<file path="src/rtl/sd_emmc_raid0_stripe_sched_pkg.sv">
// Shared constants for the eMMC RAID0 stripe scheduler: command indices,
// error codes and scheduler state encoding.
package sd_emmc_raid0_stripe_sched_pkg;

   localparam logic [5:0] CMD12 = 6'd12;
   localparam logic [5:0] CMD17 = 6'd17;
   localparam logic [5:0] CMD18 = 6'd18;
   localparam logic [5:0] CMD24 = 6'd24;
   localparam logic [5:0] CMD25 = 6'd25;

   localparam logic [1:0] ERR_NONE  = 2'd0;
   localparam logic [1:0] ERR_CMD   = 2'd1;
   localparam logic [1:0] ERR_DATA  = 2'd2;
   localparam logic [1:0] ERR_ABORT = 2'd3;

   typedef enum logic [3:0] {
      S_IDLE,
      S_CALC,
      S_CMD,
      S_CMD_WAIT,
      S_BLK,
      S_BLK_WAIT,
      S_STOP,
      S_STOP_WAIT,
      S_ERR,
      S_DONE
   } state_t;

endpackage

</file>
<file path="src/rtl/sd_emmc_raid0_stripe_calc.sv">
// Combinational RAID0 address split: host LBA/count to per-device
// arguments, block counts, first lane and data command selection.
module sd_emmc_raid0_stripe_calc
   import sd_emmc_raid0_stripe_sched_pkg::*;
(
   input  logic        write_i,
   input  logic [31:0] lba_i,
   input  logic [15:0] blk_cnt_i,
   output logic [31:0] arg0_o,
   output logic [31:0] arg1_o,
   output logic [15:0] n0_o,
   output logic [15:0] n1_o,
   output logic        first_dev_o,
   output logic [5:0]  cmd_index_o,
   output logic [1:0]  cmd_en_o
);

   logic [32:0] lba_inc;
   logic [16:0] sum0;
   logic [16:0] sum1;

   always_comb begin
      lba_inc     = {1'b0, lba_i} + 33'd1;
      arg0_o      = lba_inc[32:1];
      arg1_o      = {1'b0, lba_i[31:1]};
      sum0        = {1'b0, blk_cnt_i} + {16'd0, ~lba_i[0]};
      sum1        = {1'b0, blk_cnt_i} + {16'd0, lba_i[0]};
      n0_o        = sum0[16:1];
      n1_o        = sum1[16:1];
      first_dev_o = lba_i[0];
      if (blk_cnt_i == 16'd1) begin
         cmd_index_o = write_i ? CMD24 : CMD17;
         cmd_en_o    = lba_i[0] ? 2'b10 : 2'b01;
      end else begin
         // multi-block is always issued to both devices, open-ended
         cmd_index_o = write_i ? CMD25 : CMD18;
         cmd_en_o    = 2'b11;
      end
   end

endmodule

</file>
<file path="src/rtl/sd_emmc_raid0_stripe_sched.sv">
// Schedules one host block transfer across a two-device eMMC RAID0 array:
// issues the data command, walks blocks in host-LBA order, then CMD12.
module sd_emmc_raid0_stripe_sched
   import sd_emmc_raid0_stripe_sched_pkg::*;
#(
   parameter int unsigned CMD_TIMEOUT = 1024,
   parameter int unsigned BLK_TIMEOUT = 65535
)
(
   input  logic        sd_clk,
   input  logic        rst,
   input  logic        start_i,
   input  logic        write_i,
   input  logic [31:0] lba_i,
   input  logic [15:0] blk_cnt_i,
   input  logic        abort_i,
   output logic        cmd_start_o,
   output logic [1:0]  cmd_en_o,
   output logic [5:0]  cmd_index_o,
   output logic [31:0] cmd_arg0_o,
   output logic [31:0] cmd_arg1_o,
   input  logic        cmd_done_i,
   input  logic        cmd_err_i,
   output logic        blk_start_o,
   output logic        blk_dev_o,
   input  logic        blk_done_i,
   input  logic        blk_err_i,
   output logic        busy_o,
   output logic        done_o,
   output logic [1:0]  err_o
);

   localparam logic [15:0] CMD_TMO_LAST = 16'(CMD_TIMEOUT - 1);
   localparam logic [15:0] BLK_TMO_LAST = 16'(BLK_TIMEOUT - 1);

   state_t      state_q, state_d;
   logic        write_q;
   logic [31:0] lba_q;
   logic [15:0] cnt_q;
   logic [31:0] arg0_q, arg1_q;
   logic [5:0]  idx_q;
   logic [1:0]  en_q;
   logic [15:0] rem0_q, rem1_q;
   logic        dev_q;
   logic        acc_q;
   logic [1:0]  err_q;
   logic [15:0] wd_q;

   logic [31:0] c_arg0, c_arg1;
   logic [15:0] c_n0, c_n1;
   logic        c_first;
   logic [5:0]  c_idx;
   logic [1:0]  c_en;

   logic        multi, last_blk, cmd_tmo, blk_tmo;
   logic        latch_start, mark_acc, blk_adv, set_err;
   logic [1:0]  err_code;

   sd_emmc_raid0_stripe_calc u_calc (
      .write_i     (write_q),
      .lba_i       (lba_q),
      .blk_cnt_i   (cnt_q),
      .arg0_o      (c_arg0),
      .arg1_o      (c_arg1),
      .n0_o        (c_n0),
      .n1_o        (c_n1),
      .first_dev_o (c_first),
      .cmd_index_o (c_idx),
      .cmd_en_o    (c_en)
   );

   assign multi    = cnt_q > 16'd1;
   assign cmd_tmo  = wd_q == CMD_TMO_LAST;
   assign blk_tmo  = wd_q == BLK_TMO_LAST;
   assign last_blk = dev_q ? (rem1_q == 16'd1 && rem0_q == '0)
                           : (rem0_q == 16'd1 && rem1_q == '0);

   always_ff @(posedge sd_clk or posedge rst) begin
      if (rst) state_q <= S_IDLE;
      else     state_q <= state_d;
   end

   always_comb begin
      state_d     = state_q;
      latch_start = 1'b0;
      mark_acc    = 1'b0;
      blk_adv     = 1'b0;
      set_err     = 1'b0;
      err_code    = ERR_NONE;
      cmd_start_o = 1'b0;
      blk_start_o = 1'b0;
      done_o      = 1'b0;
      busy_o      = state_q != S_IDLE;
      case (state_q)
         S_IDLE: begin
            if (start_i) begin
               latch_start = 1'b1;
               state_d     = S_CALC;
            end
         end
         S_CALC: state_d = (cnt_q == '0) ? S_DONE : S_CMD;
         S_CMD: begin
            cmd_start_o = 1'b1;
            state_d     = S_CMD_WAIT;
         end
         S_CMD_WAIT: begin
            if (cmd_done_i) begin
               if (cmd_err_i) begin
                  set_err  = 1'b1;
                  err_code = ERR_CMD;
                  state_d  = S_ERR;
               end else begin
                  mark_acc = 1'b1;
                  state_d  = S_BLK;
               end
            end else if (cmd_tmo) begin
               set_err  = 1'b1;
               err_code = ERR_CMD;
               state_d  = S_ERR;
            end
            if (abort_i && !(cmd_done_i && cmd_err_i)) begin
               set_err  = 1'b1;
               err_code = ERR_ABORT;
               state_d  = multi ? S_STOP : S_DONE;
            end
         end
         S_BLK: begin
            blk_start_o = 1'b1;
            state_d     = S_BLK_WAIT;
            if (abort_i) begin
               set_err  = 1'b1;
               err_code = ERR_ABORT;
               state_d  = multi ? S_STOP : S_DONE;
            end
         end
         S_BLK_WAIT: begin
            // completion beats a coincident timeout; a completed block is
            // still counted when abort arrives in the same cycle
            if (blk_done_i) begin
               if (blk_err_i) begin
                  set_err  = 1'b1;
                  err_code = ERR_DATA;
                  state_d  = S_ERR;
               end else begin
                  blk_adv = 1'b1;
                  if (last_blk) state_d = multi ? S_STOP : S_DONE;
                  else          state_d = S_BLK;
               end
            end else if (blk_tmo) begin
               set_err  = 1'b1;
               err_code = ERR_DATA;
               state_d  = S_ERR;
            end
            if (abort_i && !(blk_done_i && blk_err_i)) begin
               set_err  = 1'b1;
               err_code = ERR_ABORT;
               state_d  = multi ? S_STOP : S_DONE;
            end
         end
         S_STOP: begin
            cmd_start_o = 1'b1;
            state_d     = S_STOP_WAIT;
         end
         S_STOP_WAIT: begin
            if (cmd_done_i || cmd_tmo) begin
               if ((cmd_tmo || cmd_err_i) && err_q == ERR_NONE) begin
                  set_err  = 1'b1;
                  err_code = ERR_CMD;
               end
               state_d = S_DONE;
            end
         end
         S_ERR:  state_d = (multi && acc_q) ? S_STOP : S_DONE;
         S_DONE: begin
            done_o  = 1'b1;
            state_d = S_IDLE;
         end
         default: state_d = S_IDLE;
      endcase
   end

   always_ff @(posedge sd_clk or posedge rst) begin
      if (rst) begin
         write_q <= 1'b0;
         lba_q   <= '0;
         cnt_q   <= '0;
         arg0_q  <= '0;
         arg1_q  <= '0;
         idx_q   <= '0;
         en_q    <= '0;
         rem0_q  <= '0;
         rem1_q  <= '0;
         dev_q   <= 1'b0;
         acc_q   <= 1'b0;
         err_q   <= ERR_NONE;
         wd_q    <= '0;
      end else begin
         if (latch_start) begin
            write_q <= write_i;
            lba_q   <= lba_i;
            cnt_q   <= blk_cnt_i;
            err_q   <= ERR_NONE;
            acc_q   <= 1'b0;
         end
         if (state_q == S_CALC) begin
            arg0_q <= c_arg0;
            arg1_q <= c_arg1;
            idx_q  <= c_idx;
            en_q   <= c_en;
            rem0_q <= c_n0;
            rem1_q <= c_n1;
            dev_q  <= c_first;
         end
         if (state_d == S_STOP && state_q != S_STOP) begin
            idx_q  <= CMD12;
            en_q   <= 2'b11;
            arg0_q <= '0;
            arg1_q <= '0;
         end
         if (mark_acc) acc_q <= 1'b1;
         if (blk_adv) begin
            dev_q <= ~dev_q;
            if (dev_q) rem1_q <= rem1_q - 16'd1;
            else       rem0_q <= rem0_q - 16'd1;
         end
         if (set_err) err_q <= err_code;
         wd_q <= (state_d != state_q) ? '0 : wd_q + 16'd1;
      end
   end

   assign cmd_en_o    = en_q;
   assign cmd_index_o = idx_q;
   assign cmd_arg0_o  = arg0_q;
   assign cmd_arg1_o  = arg1_q;
   assign blk_dev_o   = dev_q;
   assign err_o       = err_q;

endmodule

</file>
<file path="config.mk">
export PLATFORM = sky130hd
export DESIGN_NAME = sd_emmc_raid0_stripe_sched
export DESIGN_NICKNAME = d
export VERILOG_FILES = /design/src/rtl/sd_emmc_raid0_stripe_sched_pkg.sv /design/src/rtl/sd_emmc_raid0_stripe_calc.sv /design/src/rtl/sd_emmc_raid0_stripe_sched.sv
export SDC_FILE = /design/constraint.sdc
export NUM_CORES = 1
export LEC_CHECK = 0
export BUFFER_PORTS_ARGS = -buffer_cell sky130_fd_sc_hd__buf_4
export CORE_UTILIZATION = 44
export CTS_CLUSTER_DIAMETER = 100
export DETAILED_ROUTE_END_ITERATION = 8
export PLACE_DENSITY = 0.63
export SETUP_SLACK_MARGIN = 0.1
export SYNTH_ARGS = -nofsm -noshare
export SYNTH_HDL_FRONTEND = slang
export SYNTH_SLANG_ARGS = --single-unit
</file>
<file path="constraint.sdc">
create_clock -name sd_clk -period 17.2 [get_ports sd_clk]
set_input_delay 3.44 -clock sd_clk [delete_from_list [all_inputs] [get_ports sd_clk]]
set_output_delay 3.44 -clock sd_clk [all_outputs]
set_load 0.005 [all_outputs]
</file>
==> results_dict.tcl <==
set metrics [dict create \
    status "complete, no violations" \
    core.rowCount 52 \
    die-area_um2 21500 \
    routed_via_density 5.54 \
    htreeDepth 4 \
    fmax_ghz 0.181 \
    first_global_vias 7217 \
    min_path_type "register to register" \
    place.port_buffers 133 \
    r2r-start "state_q[0]$_DFF_PP0_" \
    post-route-util 0.536 \
    rsz0062_at_grt "false" \
    via_count 7464 \
    syn_inst 972 \
    n_antenna_cell 0 \
    drive_gt1_frac 0.219 \
    dr.pass1.iters 5 \
    fin_setup_tns_ns 0 \
    cts.sinks 175 \
    synthTopCellsByArea "dfrtp_1, mux2_2, nand2_1" \
    hold_viol 0 \
    core_um2 20400 \
    grt_max_degree 106 \
    track_usage 0.220 \
    start_util 0.453 \
    max_slew.worst_pin.slew_ns 1.19 \
    finalWorstSetupSlack_ns 11.67 \
    hold_buffers 0 \
    postRouteAntennaNets 0 \
    p_per_area_nw_per_um2 185 \
    netlist_top_cells_count "dfrtp_1, nand2_1, nor2_1" \
    reg2regPathDepth 7 \
    die_h_um 147 \
    cp-end-kind "register" \
    min_period_ns 5.53 \
    synth_top_area_frac 0.475 \
    instances_no_fill 1348 \
    yosysTopAreaCell "dfrtp_1" \
    post_cts_resized 0 \
    yosysWarningCount 0 \
    io_pins 136 \
    synth_edf_count 0 \
    drv_cap 0 \
    setup_viol 0 \
    antenna_found_initial 0 \
    max-slew-margin-rel 0.199 \
    synth_area_um2 9220 \
    dp.cells 1316 \
    wire_per_inst_um 16.8 \
    synthDistinctLibCells 66 \
    clock-root-buffer "clkbuf_16" \
    fin_area_um2 10900 \
    synthArstFlopShare 1.00 \
    avgSynthCellArea_um2 9.48 \
    placed_area_um2 10300 \
    leakagePower_nw 4.61 \
    synth-main-ff-cell "dfrtp_1" \
    drcViolationCount 0 \
    ir_drop_uv 100 \
    gp_congestion 0.880 \
    clock_skew_ns 0.0159 \
    cts.clk_slew.worst_paths_ns 0.07 \
    hold_ws_ns 0.490 \
    cts_buffer_depth 2 \
    place_ws_ns 11.28 \
    critPathLaunchType "primary input" \
    worstPathArrival_ns 5.87 \
    ys_seq_area_frac 0.475 \
    cts_setup_buffers 0 \
    cp-startpoint "abort_i" \
    slew_viol_final 0 \
    cts_buffers 17 \
    p_total_mw 2.02 \
    drt_wl_total_um 22700 \
    yosysMostFrequentCell "dfrtp_1" \
    area_growth_pct 18.5 \
    cts_tree "built" \
    grt_overflow 0 \
    path_max_fanout 70 \
    dp_hpwl_um 15300 \
    die_w_um 147 \
    hold_path_startpoint "cmd_index_o[2]$_DFFE_PP0P_" \
    worst-setup-path-type "primary input to register" \
    grt_pass1_wl_um 37900 \
    worstPathRequired_ns 17.55 \
    whs_path_depth 1 \
    fin_nets 1134 \
    clk_latency_ns 0.44 \
    period_share 0.321 \
    ys_seq_elements 175 \
    drt_first_iter_violations 419 \
]
where the power goes:
| group | internal, mW | switching [mW] |
|---|---|---|
| clock network | 0.224 | 0.180 |
| registers | 0.598 | 0.224 |
| logic | 0.388 | 0.411 |
| total | 1.21 | 0.815 |
metal layers:
metal / vias up / global-route usage / share of wire
li1: 3620 / - / -
met1: 3616 / 0.301 / 0.46
met2: 205 / 0.332 / 0.45
met3: 23 / 0.0711 / 0.074
met4: 0 / 0.0651 / 0.013
met5: - / 0 / 0
sequential cells by signal, indices dropped and copies added (netlist names):
signal,cells
acc_q,1
blk_dev_o,1
cmd_arg0_o,32
cmd_arg1_o,31
cmd_en_o,2
cmd_index_o,5
cnt_q,16
err_o,2
lba_q,32
rem0_q,16
rem1_q,16
state_q,4
wd_q,16
write_q,1
cells in the final DEF, fill, tap and decap left out, types with 9 or more instances in the layout:
master     instances
xor2_1            34
xnor2_1           43
o22ai_1           12
nand3_1           43
nand4_1           26
a211oi_1          29
nor2_1            92
nor4_1            16
mux2_2            49
clkbuf_16         17
ha_1              12
inv_1             20
a21oi_1           61
buf_4            139
o21ai_0           21
dfrtp_1          175
nor3_1            20
nand2_1          132
and3_1             9
worst max-delay path, cell delays in order:
cell and delay, ns:
buf_4 0.14, a21boi_0 0.51, nand2_1 0.20, a31oi_1 0.32
a21oi_2 0.06, nand3_1 0.16, and3b_2 0.20, buf_4 0.61
o21bai_1 0.22
worst paths after layout:
| kind | end | slack (ns) |
|---|---|---|
| max | cmd_en_o[1]$_DFFE_PP0P_ | 11.67 |
| min | cmd_index_o[2]$_DFFE_PP0P_ | 0.49 |
| max reg2reg | cmd_en_o[1]$_DFFE_PP0P_ | 13.63 |
| min reg2reg | cmd_index_o[2]$_DFFE_PP0P_ | 0.49 |
| max in group asynchronous | wd_q[12]$_DFF_PP0_ | 12.46 |
| min in group asynchronous | lba_q[11]$_DFFE_PP0P_ | 3.22 |
final cells by class:
| type | count | area, µm² |
|---|---|---|
| sequential | 175 | 4380 |
| clock inverter | 14 | 175 |
| timing repair buffer | 139 | 1040 |
| clock buffer | 18 | 439 |
| multi-input combinational | 710 | 4460 |
| fill | 1857 | 9440 |
| inverter | 22 | 87.6 |
| tap | 270 | 338 |
cells by family (layout without fill, tap and decap cells):
logic type | count (synthesis) | count (layout) | share of synthesized area
and+or+nand+nor | 388 | 388 | 0.203
adders and majority gates | 12 | 12 | 0.0163
DFF | 175 | 175 | 0.475
muxes | 49 | 49 | 0.0599
buffers and inverters | 88 | 193 | 0.0424
xor gates and xnor gates | 77 | 77 | 0.0732
other | 1 | 2 | 0.000407
AOI/OAI and AO/OA | 182 | 182 | 0.130
Note: power is estimated with default switching activity, not from simulation.
